File: src/rtl/sa_w_sched_if.sv
// rtl/sa_w_sched_if.sv - use-bit, miss-fill and status-array write port bundle
interface sa_w_sched_if #(
   parameter int SET_ADDR_WIDTH = 4,
   parameter int SA_WORD_WIDTH  = 8,
   parameter int NUM_WAYS       = 4,
   parameter int UQ_DEPTH       = 2
);
   localparam int CW = $clog2(UQ_DEPTH + 1);

   logic [SET_ADDR_WIDTH-1:0] i_ubit_upd_sa_set_addr;
   logic [SA_WORD_WIDTH-1:0]  i_ubit_upd_sa_data;
   logic [NUM_WAYS-1:0]       i_ubit_upd_sa_mask;
   logic                      i_ubit_upd_sa_valid;
   logic                      o_ubit_upd_ready;
   logic [SET_ADDR_WIDTH-1:0] i_miss_write_set_addr;
   logic [SA_WORD_WIDTH-1:0]  i_miss_write_data;
   logic [NUM_WAYS-1:0]       i_miss_write_mask;
   logic                      i_miss_if_valid;
   logic                      i_miss_state;
   logic [SET_ADDR_WIDTH-1:0] o_w_set_addr;
   logic [SA_WORD_WIDTH-1:0]  o_w_data;
   logic [NUM_WAYS-1:0]       o_w_mask;
   logic                      o_w_valid;
   logic [CW-1:0]             o_uq_count;

   modport master (
      output i_ubit_upd_sa_set_addr, i_ubit_upd_sa_data, i_ubit_upd_sa_mask, i_ubit_upd_sa_valid,
      output i_miss_write_set_addr, i_miss_write_data, i_miss_write_mask, i_miss_if_valid,
      output i_miss_state,
      input  o_ubit_upd_ready, o_w_set_addr, o_w_data, o_w_mask, o_w_valid, o_uq_count
   );

   modport slave (
      input  i_ubit_upd_sa_set_addr, i_ubit_upd_sa_data, i_ubit_upd_sa_mask, i_ubit_upd_sa_valid,
      input  i_miss_write_set_addr, i_miss_write_data, i_miss_write_mask, i_miss_if_valid,
      input  i_miss_state,
      output o_ubit_upd_ready, o_w_set_addr, o_w_data, o_w_mask, o_w_valid, o_uq_count
   );
endinterface

File: src/rtl/sa_w_sched.sv
// rtl/sa_w_sched.sv - status-array write scheduler: miss fills win, use-bit updates queue and merge per set
module sa_w_sched #(
   parameter int SET_ADDR_WIDTH = 4,
   parameter int SA_WORD_WIDTH  = 8,
   parameter int NUM_WAYS       = 4,
   parameter int UQ_DEPTH       = 2
) (
   input logic         clk,
   input logic         reset,
   sa_w_sched_if.slave bus
);
   localparam int CW  = $clog2(UQ_DEPTH + 1);
   localparam int BPW = SA_WORD_WIDTH / NUM_WAYS;

   typedef enum logic [1:0] {S_IDLE, S_HOLD, S_DRAIN} state_t;

   state_t                    state;
   logic [SET_ADDR_WIDTH-1:0] q_set  [UQ_DEPTH];
   logic [SA_WORD_WIDTH-1:0]  q_data [UQ_DEPTH];
   logic [NUM_WAYS-1:0]       q_mask [UQ_DEPTH];
   logic [CW-1:0]             q_count;

   logic [SET_ADDR_WIDTH-1:0] h_set  [UQ_DEPTH];
   logic [SA_WORD_WIDTH-1:0]  h_data [UQ_DEPTH];
   logic [NUM_WAYS-1:0]       h_mask [UQ_DEPTH];
   logic [SET_ADDR_WIDTH-1:0] n_set  [UQ_DEPTH];
   logic [SA_WORD_WIDTH-1:0]  n_data [UQ_DEPTH];
   logic [NUM_WAYS-1:0]       n_mask [UQ_DEPTH];
   logic [CW-1:0]             h_cnt, p_cnt, n_cnt, hit_idx;
   logic [NUM_WAYS-1:0]       hz_mask;
   logic                      ready, acc, pass, enq, pop, hit;

   function automatic logic [SA_WORD_WIDTH-1:0] merge_word(
      input logic [SA_WORD_WIDTH-1:0] old_w,
      input logic [SA_WORD_WIDTH-1:0] new_w,
      input logic [NUM_WAYS-1:0]      mask
   );
      logic [SA_WORD_WIDTH-1:0] r;
      r = old_w;
      for (int w = 0; w < NUM_WAYS; w++)
         if (mask[w]) r[w*BPW +: BPW] = new_w[w*BPW +: BPW];
      return r;
   endfunction

   assign ready                = q_count < CW'(UQ_DEPTH);
   assign bus.o_ubit_upd_ready = ready;
   assign bus.o_uq_count       = q_count;

   always_comb begin
      // Hazard clear and compaction: stale use-bits for a set being filled lose the filled ways.
      h_cnt   = '0;
      hz_mask = '0;
      for (int i = 0; i < UQ_DEPTH; i++) begin
         h_set[i]  = '0;
         h_data[i] = '0;
         h_mask[i] = '0;
      end
      for (int i = 0; i < UQ_DEPTH; i++) begin
         hz_mask = q_mask[i];
         if (bus.i_miss_if_valid && q_set[i] == bus.i_miss_write_set_addr)
            hz_mask = hz_mask & ~bus.i_miss_write_mask;
         if (CW'(i) < q_count && hz_mask != '0) begin
            for (int j = 0; j < UQ_DEPTH; j++) begin
               if (CW'(j) == h_cnt) begin
                  h_set[j]  = q_set[i];
                  h_data[j] = q_data[i];
                  h_mask[j] = hz_mask;
               end
            end
            h_cnt = h_cnt + CW'(1);
         end
      end

      pop = (state == S_DRAIN) && !bus.i_miss_state && !bus.i_miss_if_valid && (h_cnt != '0);
      for (int i = 0; i < UQ_DEPTH - 1; i++) begin
         n_set[i]  = pop ? h_set[i+1]  : h_set[i];
         n_data[i] = pop ? h_data[i+1] : h_data[i];
         n_mask[i] = pop ? h_mask[i+1] : h_mask[i];
      end
      n_set[UQ_DEPTH-1]  = pop ? '0 : h_set[UQ_DEPTH-1];
      n_data[UQ_DEPTH-1] = pop ? '0 : h_data[UQ_DEPTH-1];
      n_mask[UQ_DEPTH-1] = pop ? '0 : h_mask[UQ_DEPTH-1];
      p_cnt = pop ? h_cnt - CW'(1) : h_cnt;

      acc  = bus.i_ubit_upd_sa_valid && ready && (bus.i_ubit_upd_sa_mask != '0);
      pass = acc && (state == S_IDLE) && !bus.i_miss_state && !bus.i_miss_if_valid;
      enq  = acc && !pass;

      // The entry being popped this cycle is no longer a merge target.
      hit     = 1'b0;
      hit_idx = '0;
      for (int i = 0; i < UQ_DEPTH; i++) begin
         if (CW'(i) < p_cnt && n_set[i] == bus.i_ubit_upd_sa_set_addr) begin
            hit     = 1'b1;
            hit_idx = CW'(i);
         end
      end
      for (int i = 0; i < UQ_DEPTH; i++) begin
         if (enq && hit && CW'(i) == hit_idx) begin
            n_mask[i] = n_mask[i] | bus.i_ubit_upd_sa_mask;
            n_data[i] = merge_word(n_data[i], bus.i_ubit_upd_sa_data, bus.i_ubit_upd_sa_mask);
         end else if (enq && !hit && CW'(i) == p_cnt) begin
            n_set[i]  = bus.i_ubit_upd_sa_set_addr;
            n_data[i] = bus.i_ubit_upd_sa_data;
            n_mask[i] = bus.i_ubit_upd_sa_mask;
         end
      end
      n_cnt = (enq && !hit) ? p_cnt + CW'(1) : p_cnt;
   end

   always_ff @(posedge clk) begin
      if (reset) begin
         state            <= S_IDLE;
         q_count          <= '0;
         bus.o_w_valid    <= 1'b0;
         bus.o_w_set_addr <= '0;
         bus.o_w_data     <= '0;
         bus.o_w_mask     <= '0;
         for (int i = 0; i < UQ_DEPTH; i++) begin
            q_set[i]  <= '0;
            q_data[i] <= '0;
            q_mask[i] <= '0;
         end
      end else begin
         q_count <= n_cnt;
         for (int i = 0; i < UQ_DEPTH; i++) begin
            q_set[i]  <= n_set[i];
            q_data[i] <= n_data[i];
            q_mask[i] <= n_mask[i];
         end
         bus.o_w_valid <= bus.i_miss_if_valid | pop | pass;
         if (bus.i_miss_if_valid) begin
            bus.o_w_set_addr <= bus.i_miss_write_set_addr;
            bus.o_w_data     <= bus.i_miss_write_data;
            bus.o_w_mask     <= bus.i_miss_write_mask;
         end else if (pop) begin
            bus.o_w_set_addr <= h_set[0];
            bus.o_w_data     <= h_data[0];
            bus.o_w_mask     <= h_mask[0];
         end else if (pass) begin
            bus.o_w_set_addr <= bus.i_ubit_upd_sa_set_addr;
            bus.o_w_data     <= bus.i_ubit_upd_sa_data;
            bus.o_w_mask     <= bus.i_ubit_upd_sa_mask;
         end
         case (state)
            S_IDLE, S_HOLD, S_DRAIN: begin
               if (bus.i_miss_state)  state <= S_HOLD;
               else if (n_cnt != '0)  state <= S_DRAIN;
               else                   state <= S_IDLE;
            end
            default: state <= S_IDLE;
         endcase
      end
   end
endmodule

File: src/flat_wrapper.sv
// flat-port wrapper written by rule: the top's interface ports become plain ports
module sa_w_sched_flat 
#(
   parameter int SET_ADDR_WIDTH = 4,
   parameter int SA_WORD_WIDTH  = 8,
   parameter int NUM_WAYS       = 4,
   parameter int UQ_DEPTH       = 2
)
  (clk, reset, bus_i_ubit_upd_sa_set_addr, bus_i_ubit_upd_sa_data, bus_i_ubit_upd_sa_mask, bus_i_ubit_upd_sa_valid, bus_i_miss_write_set_addr, bus_i_miss_write_data, bus_i_miss_write_mask, bus_i_miss_if_valid, bus_i_miss_state, bus_o_ubit_upd_ready, bus_o_w_set_addr, bus_o_w_data, bus_o_w_mask, bus_o_w_valid, bus_o_uq_count);
  sa_w_sched_if #(.SET_ADDR_WIDTH(SET_ADDR_WIDTH), .SA_WORD_WIDTH(SA_WORD_WIDTH), .NUM_WAYS(NUM_WAYS), .UQ_DEPTH(UQ_DEPTH)) bus_i ();
  input logic clk;
  input logic reset;
  input wire logic [$bits(bus_i.i_ubit_upd_sa_set_addr)-1:0] bus_i_ubit_upd_sa_set_addr;
  input wire logic [$bits(bus_i.i_ubit_upd_sa_data)-1:0] bus_i_ubit_upd_sa_data;
  input wire logic [$bits(bus_i.i_ubit_upd_sa_mask)-1:0] bus_i_ubit_upd_sa_mask;
  input wire logic [$bits(bus_i.i_ubit_upd_sa_valid)-1:0] bus_i_ubit_upd_sa_valid;
  input wire logic [$bits(bus_i.i_miss_write_set_addr)-1:0] bus_i_miss_write_set_addr;
  input wire logic [$bits(bus_i.i_miss_write_data)-1:0] bus_i_miss_write_data;
  input wire logic [$bits(bus_i.i_miss_write_mask)-1:0] bus_i_miss_write_mask;
  input wire logic [$bits(bus_i.i_miss_if_valid)-1:0] bus_i_miss_if_valid;
  input wire logic [$bits(bus_i.i_miss_state)-1:0] bus_i_miss_state;
  output wire logic [$bits(bus_i.o_ubit_upd_ready)-1:0] bus_o_ubit_upd_ready;
  output wire logic [$bits(bus_i.o_w_set_addr)-1:0] bus_o_w_set_addr;
  output wire logic [$bits(bus_i.o_w_data)-1:0] bus_o_w_data;
  output wire logic [$bits(bus_i.o_w_mask)-1:0] bus_o_w_mask;
  output wire logic [$bits(bus_i.o_w_valid)-1:0] bus_o_w_valid;
  output wire logic [$bits(bus_i.o_uq_count)-1:0] bus_o_uq_count;
  assign bus_i.i_ubit_upd_sa_set_addr = bus_i_ubit_upd_sa_set_addr;
  assign bus_i.i_ubit_upd_sa_data = bus_i_ubit_upd_sa_data;
  assign bus_i.i_ubit_upd_sa_mask = bus_i_ubit_upd_sa_mask;
  assign bus_i.i_ubit_upd_sa_valid = bus_i_ubit_upd_sa_valid;
  assign bus_i.i_miss_write_set_addr = bus_i_miss_write_set_addr;
  assign bus_i.i_miss_write_data = bus_i_miss_write_data;
  assign bus_i.i_miss_write_mask = bus_i_miss_write_mask;
  assign bus_i.i_miss_if_valid = bus_i_miss_if_valid;
  assign bus_i.i_miss_state = bus_i_miss_state;
  assign bus_o_ubit_upd_ready = bus_i.o_ubit_upd_ready;
  assign bus_o_w_set_addr = bus_i.o_w_set_addr;
  assign bus_o_w_data = bus_i.o_w_data;
  assign bus_o_w_mask = bus_i.o_w_mask;
  assign bus_o_w_valid = bus_i.o_w_valid;
  assign bus_o_uq_count = bus_i.o_uq_count;
  sa_w_sched #(.SET_ADDR_WIDTH(SET_ADDR_WIDTH), .SA_WORD_WIDTH(SA_WORD_WIDTH), .NUM_WAYS(NUM_WAYS), .UQ_DEPTH(UQ_DEPTH)) u_core (.clk(clk), .reset(reset), .bus(bus_i));
endmodule
File: config.mk
export PLATFORM = sky130hd
export DESIGN_NAME = sa_w_sched_flat
export DESIGN_NICKNAME = d
export VERILOG_FILES = /design/src/rtl/sa_w_sched_if.sv /design/src/rtl/sa_w_sched.sv /design/src/flat_wrapper.sv
export SDC_FILE = /design/constraint.sdc
export NUM_CORES = 1
export LEC_CHECK = 0
export BUFFER_PORTS_ARGS = -buffer_cell sky130_fd_sc_hd__buf_2
export CAP_MARGIN = 10
export CORE_MARGIN = 3
export CORE_UTILIZATION = 45
export DETAILED_ROUTE_END_ITERATION = 8
export GPL_TIMING_DRIVEN = 0
export PLACE_DENSITY = 0.63
export SKIP_CTS_REPAIR_TIMING = 1
export SLEW_MARGIN = 20
export SYNTH_ARGS = -nofsm -noshare
export SYNTH_HDL_FRONTEND = slang
export SYNTH_SLANG_ARGS = --single-unit
File: constraint.sdc
create_clock -name clk -period 12.5 [get_ports clk]
set_input_delay 1.25 -clock clk [delete_from_list [all_inputs] [get_ports clk]]
set_output_delay 1.25 -clock clk [all_outputs]
set_load 0.02 [all_outputs]
==> impl_metrics.csv, run 1 <==
group,metric,value,unit
synth,ys_seq_area_share,31.5,%
floorplanning,die_area,8560,um^2
worst_setup_path,slowest_stage,"a41oi_1",
cells_and_area,seqCellArea,1060,um^2
worst_setup_path,path_cells,"buf_2 > xnor2_1 > nand4_1 > o21ai_1 > a41oi_1 > clkbuf_1 > clkinv_1 > ha_1 > nor4_1 > and2_1 > inv_1 > buf_1 > fa_1 > ha_1 > o41a_1 > a22oi_4 > and2_4 > a41o_2 > mux2_4",
pwr,switchingPower,0.123,mW
floorplanning,start_util,48.0,%
cells_and_area,syn_to_final_growth,14.8,%
timing,relSlewSlack,47.9,%
cells_and_area,final_core_util,55.1,%
cells_and_area,fin_area,3860,um^2
pwr,total_power,0.392,mW
floorplanning,rows,30,
worst_setup_path,crit_family,"compound AO/OA/AOI/OAI gates",
worst_setup_path,arrival,6970,ps
cts,cts_tree,"built",
worst_setup_path,start_kind,"primary input",
placed_design,gp_congestion,0.917,
timing,finalCritPeriodShare,54.0,%
timing,holdWs,495,ps
drt,viasPerCell,6.05,
pwr,ir_drop,0.0493,mV
synth,synth_cells,418,
worst_setup_path,cp.required,12710,ps
drt,vias,3479,
synth,syn_nets,460,
pwr,combPwrFrac,21.9,%
worst_setup_path,worst-path-buf-inv,5,
synth,synth-edff-count,0,
worst_setup_path,critPathMaxStageDelay,650,ps
placed_design,dp.cells,567,
cts,path_clk_slew,100,ps
timing,max_slew.worst_pin.slew,779,ps
synth,avgSynthCellArea,8.05,um^2
timing,min_period,6760,ps
cells_and_area,final_nets,520,
timing,setup_tns,0,ps
synth,netlist_area,3370,um^2
synth,synthArstFlopShare,0,%
floorplanning,io_pins,57,
pwr,power_frac_seq,46.6,%
synth,synth_most_common_cell,"nor2_1",
synth,synth_top_area_share,31.5,%
worst_setup_path,cp_common_cell,"ha_1",
synth,synth_area_leaders,"dfxtp_1 (32%), nor2_1 (6.0%), a21oi_1 (3.7%)",
grt,grt_usage,25.7,%
cells_and_area,nFillCells,705,
grt,antenna_found_initial,0,
timing,clock-skew-final,10.0,ps
drt,drcViolationCount,0,
worst_hold_path,min_path_type,"reg -> reg",
worst_setup_path,rr_startpoint,"u_core.q_set[0][3]",
timing,slew_viol_final,0,
drt,drt_wl_total,11000,um
placed_design,pre_cts_ws,5450,ps
cts,htree_levels,2,
worst_setup_path,crit_type,"in -> reg",
pwr,p_sw_share,31.4,%
cells_and_area,instances_no_fill,575,
pwr,p_per_area,101,nW/um^2
drt,drt_first_iter_violations,224,
cells_and_area,drive_gt1_share,20.5,%
timing,fmax,148,MHz
outcome,outcome,"finished clean",
placed_design,placed_area,3750,um^2
grt,grt_overflow_total,0,
timing,hold_viol,0,
timing,fin_ws,5740,ps
cts,insertion_delay,320,ps
worst_hold_path,hp-start,"u_core.q_data[0][15]",
pwr,p_int,0.269,mW
cells_and_area,multiInputGateArea,2120,um^2
grt,grt_pass1_vias,3201,
run,drv_cap,0,
synth,synthFlopType,"dfxtp_1",
placed_design,numPortBuffers,53,
cts,ctsRootBufferMaster,"clkbuf_8",
grt,grt_max_degree,18,
worst_setup_path,path_max_fanout,10,
floorplanning,fp.coreArea,7020,um^2
synth,ys_seq_elements,53,
cts,cts_buffer_depth,2,
timing,rsz0062_at_grt,"no",
synth,netlist-cell-type-count,64,
synth,synth_common_cells,"nor2_1 (54), dfxtp_1 (53), nand2_1 (33), a21oi_1 (25)",
synth,yosys_warnings,0,
drt,antenna_left,0,
floorplanning,fp.dieH,92.5,um
cts,cts-buffers-inserted,5,
worst_setup_path,cp-startpoint,"bus_i_miss_write_set_addr[1]",
drt,firstDrtPassIters,5,
synth,synth_top_area_cell,"dfxtp_1",
drt,wl_per_cell,19.1,um
pwr,p_leak,1.40,nW
cts,cts.sinks,53,
placed_design,hpwl,8220,um
timing,setup_viol,0,
worst_setup_path,crit_path_end_kind,"flip-flop",
cells_and_area,antennaDiodeCount,0,
pwr,clockPowerShare,31.5,%
floorplanning,fp.dieW,92.5,um
grt,grt_pass1_wl,17200,um
-- state kept, by name, indices dropped and copies added (netlist names) --
name,cells
u_core.bus.o_w_data,8
u_core.q_set,8
u_core.state,2
u_core.bus.o_w_valid,1
u_core.bus.o_w_set_addr,4
u_core.bus.o_uq_count,2
u_core.bus.o_w_mask,4
u_core.q_data,16
u_core.q_mask,8
-- layer usage --
layer / share of wire [%] / vias up / GRT usage (%)
met2: 46 / 158 / 40.2
met3: 8.8 / 8 / 4.79
met1: 44 / 1661 / 36.6
met4: 0.81 / 0 / 5.82
met5: 0 / - / 0
li1: - / 1652 / -
-- power by group through the flow --
stage / clock (mW) / combinational (mW) / sequential, mW
final: 0.123 / 0.0859 / 0.183
after global routing: 0.130 / 0.0928 / 0.184
after CTS: 0.126 / 0.0849 / 0.183
after detailed placement: 0 / 0.0845 / 0.186
after global placement: 0 / 0.0840 / 0.186
after floorplan: 0 / 0.0495 / 0.192
-- area by class of cell --
cell class / count / area share, %
clock buffers: 5 / 1.78
repair buffers: 53 / 6.86
well taps: 96 / 3.11
inverters: 12 / 1.17
clock inverters: 3 / 1.13
flip-flops and latches: 53 / 27.5
multi-input cells: 323 / 54.9
plain buffers: 30 / 3.56
-- cells in the final DEF, fill, tap and decap left out, types with 3 or more instances in the layout --
master    synthesis  layout
a211oi_1         10      10
a21oi_1          25      25
a22oi_1           6       6
a311oi_1          9       9
a31oi_1           4       4
a32oi_1           9       9
a41o_2            4       4
and2_1            7       7
buf_1             3       3
buf_2             2      55
clkbuf_1         21      21
clkbuf_8          0       5
dfxtp_1          53      53
ha_1              4       4
inv_1            10      10
mux2_4            8       8
mux2i_1           7       7
nand2_1          33      33
nand3_1          19      19
nand4_1           5       5
nor2_1           54      54
nor2b_1          11      11
nor3_1            5       5
o211ai_1          9       9
o21ai_0          21      21
o21ai_1          16      16
o21ai_2           3       3
o22ai_1           5       5
xnor2_1          11      11
-- worst min-delay path, delay by kind of cell, from the launching register on --
family	cells	cell delay (ps)
AOI/OAI and AO/OA	1	60
DFF	1	340
and+or+nand+nor	1	70
-- path summary, 6_finish.rpt --
check                         endpoint  slack (ps)  cells after the start
hold / removal    u_core.q_data[0][15]         500                      2
hold reg to reg   u_core.q_data[0][15]         500                      2
setup / recovery   u_core.q_data[0][2]        5740                     19
setup reg to reg   u_core.q_data[0][2]        6370                     18
-- cell families (layout without fill, tap and decap cells) --
kind of cell,count (synthesis),count (layout),synth area share (%)
DFF,53,53,31.5
adders and majority gates,5,5,2.08
muxes,15,15,5.65
and+or+nand+nor,150,150,21.7
AOI/OAI and AO/OA,139,139,29.2
xor gates and xnor gates,14,14,4.42
buffers and inverters,42,103,5.43
Power figures use the tool's default switching activity.
==> run 2: changes to the inputs <==
clock period = 6.49 ns   (was 12.5 ns; I/O delays follow)
==> run 2 against run 1 <==
Effect of this change:
- total power rose by 92%
- combinational power rose by 93%
- hold slack got worse by 1.6 ps
- sequential power rose by 92%
- clock skew rose by 3.1 ps
- core utilization rose by 0.11 points
- cell count did not move
- via count fell by 0.66%
==> impl_metrics.csv, run 2 (same netlist as run 1, synthesis figures left out) <==
group,metric,value,unit
outcome,outcome,"finished clean",
floorplanning,start_util,48.0,%
worst_setup_path,slowest_stage,"fa_1",
cts,htree_levels,2,
timing,max_slew.worst_pin.slew,785,ps
drt,drt_wl_total,11000,um
pwr,power_frac_seq,46.6,%
drt,drt_first_iter_violations,213,
cells_and_area,seqCellArea,1060,um^2
timing,fmax,167,MHz
drt,vias,3456,
cts,cts_tree,"built",
cells_and_area,drive_gt1_share,20.7,%
floorplanning,die_area,8560,um^2
timing,finalCritPeriodShare,92.4,%
worst_setup_path,cp.required,6700,ps
grt,grt_overflow_total,0,
cells_and_area,final_common_cell,"buf_2",
cells_and_area,multiInputGateArea,2130,um^2
timing,slew_viol_final,0,
cells_and_area,final_core_util,55.2,%
timing,rsz0062_at_grt,"no",
grt,grt_usage,25.7,%
pwr,ir_drop,0.0932,mV
floorplanning,fp.dieH,92.5,um
floorplanning,fp.coreArea,7020,um^2
timing,relSlewSlack,47.5,%
drt,dr_wl_met2,5080,um
worst_hold_path,min_path_type,"reg -> reg",
cells_and_area,syn_to_final_growth,15.0,%
grt,grt_max_degree,18,
pwr,clockPowerShare,31.4,%
grt,grt_pass1_wl,17200,um
drt,viasPerCell,6.01,
cts,cts_buffer_depth,2,
worst_hold_path,whs_path_depth,2,
cells_and_area,final_nets,520,
worst_setup_path,start_kind,"primary input",
run,drv_cap,0,
placed_design,gp_congestion,0.917,
worst_setup_path,critPathMaxStageDelay,550,ps
cells_and_area,nFillCells,705,
pwr,combPwrFrac,22.0,%
pwr,p_per_area,195,nW/um^2
drt,drcViolationCount,0,
worst_setup_path,path_max_fanout,10,
pwr,p_leak,1.40,nW
cells_and_area,antennaDiodeCount,0,
floorplanning,io_pins,57,
grt,antenna_found_initial,0,
grt,grt_pass1_vias,3201,
worst_hold_path,hold_end,"u_core.q_data[0][15]",
timing,setup_viol,0,
drt,firstDrtPassIters,5,
drt,maxUsedRoutingLayer,"met4",
cells_and_area,largest_register_ffs,16,
drt,wl_per_cell,19.1,um
cts,path_clk_slew,100,ps
worst_setup_path,cp_common_cell,"ha_1",
worst_setup_path,reg2regPathDepth,18,
worst_setup_path,crit_path_end_kind,"flip-flop",
worst_setup_path,path_cells,"buf_2 > xnor2_1 > nand4_1 > o21ai_1 > a41oi_2 > clkbuf_1 > clkinv_1 > ha_1 > nor4_1 > and2_1 > inv_1 > buf_1 > fa_1 > ha_1 > o41a_1 > a22oi_4 > and2_4 > a41o_2 > mux2_4",
timing,hold_viol,0,
cts,cts.sinks,53,
drt,wl_met3,850,um
pwr,p_int,0.518,mW
pwr,switchingPower,0.236,mW
cts,cts-buffers-inserted,5,
worst_setup_path,reg2reg_slack,520,ps
worst_setup_path,reg2reg_to,"u_core.q_data[0][2]",
worst_setup_path,arrival,6210,ps
pwr,p_sw_share,31.3,%
timing,setup_tns,0,ps
placed_design,hpwl,8220,um
floorplanning,rows,30,
worst_setup_path,crit_family,"compound AO/OA/AOI/OAI gates",
cells_and_area,final_cell_mix,"buf_2 (55), nor2_1 (54), dfxtp_1 (53), nand2_1 (33), a21oi_1 (25)",
cells_and_area,regMostFlops,"u_core.q_data",
timing,clock-skew-final,13.2,ps
timing,min_period,6000,ps
cts,ctsRootBufferMaster,"clkbuf_8",
worst_setup_path,worst-path-buf-inv,5,
cts,insertion_delay,320,ps
worst_setup_path,crit_type,"in -> reg",
worst_hold_path,hp-start,"u_core.q_data[0][15]",
floorplanning,fp.dieW,92.5,um
worst_setup_path,rr_startpoint,"u_core.q_set[0][3]",
drt,antenna_left,0,
placed_design,numPortBuffers,53,
drt,wl_met1,4980,um
==> run 2: cell types whose count changed in the layout (fill, tap and decap cells not counted) <==
cell     before  now
a41oi_2       1    2
a41oi_1       2    1
==> run 2: worst max path at each step <==
stage                                 startpoint                   to  slack [ps]  depth (start not counted)
CTS                 bus_i_miss_write_set_addr[1]  u_core.q_data[0][2]         360                         19
detailed placement  bus_i_miss_write_set_addr[1]  u_core.q_data[0][2]          40                         19
floorplan           bus_i_miss_write_set_addr[1]  u_core.q_data[0][0]        1330                         18
finish              bus_i_miss_write_set_addr[1]  u_core.q_data[0][2]         490                         19
global route                  u_core.q_set[0][0]  u_core.q_data[0][2]         240                         19
global placement    bus_i_miss_write_set_addr[1]  u_core.q_data[0][3]          30                         19
==> run 2: worst register-to-register path: stages, from the launching register on <==
cell and delay (ps):
dfxtp_1 480, xnor2_1 110, nand4_1 190, o21ai_1 200
a41oi_2 460, clkbuf_1 450, clkinv_1 440, ha_1 340
nor4_1 200, and2_1 210, inv_1 120, buf_1 290
fa_1 550, ha_1 300, o41a_1 490, a22oi_4 260
and2_4 210, a41o_2 250, mux2_4 310
==> run 2: final cells by class <==
type	count	share of cell area, %
Multi-Input combinational cell	323	55.0
Sequential cell	53	27.4
Timing Repair Buffer	53	6.85
Buffer	30	3.55
Tap cell	96	3.10
Clock buffer	5	1.78
Inverter	12	1.16
Clock inverter	3	1.13
==> run 2: per-layer routing <==
metal  global-route usage (%)  up-vias
li1                         -     1651
met1                     36.6     1662
met2                     40.2      136
met3                     4.79        7
met4                     5.82        0
met5                        0        -
==> run 2: through the flow <==
stage / setup WS (ps) / cells / hold slack, ps / total power [mW] / instance area [um^2]
2_1_floorplan: 1330 / 418 / 457 / 0.464 / 3370
3_5_place_dp: 41.0 / 567 / 478 / 0.522 / 3750
6_report: 493 / 575 / 494 / 0.754 / 3870
4_1_cts: 362 / 575 / 494 / 0.757 / 3860
5_1_grt: 238 / 575 / 517 / 0.784 / 3870
3_3_place_gp: 28.5 / 567 / 468 / 0.520 / 3750
==> run 2: power groups by stage <==
stage	sequential, mW	clock (mW)	combinational [mW]
2_1_floorplan	0.369	0	0.0953
3_3_place_gp	0.359	0	0.162
3_5_place_dp	0.359	0	0.163
4_1_cts	0.352	0.242	0.164
5_1_grt	0.354	0.251	0.179
6_report	0.352	0.237	0.166
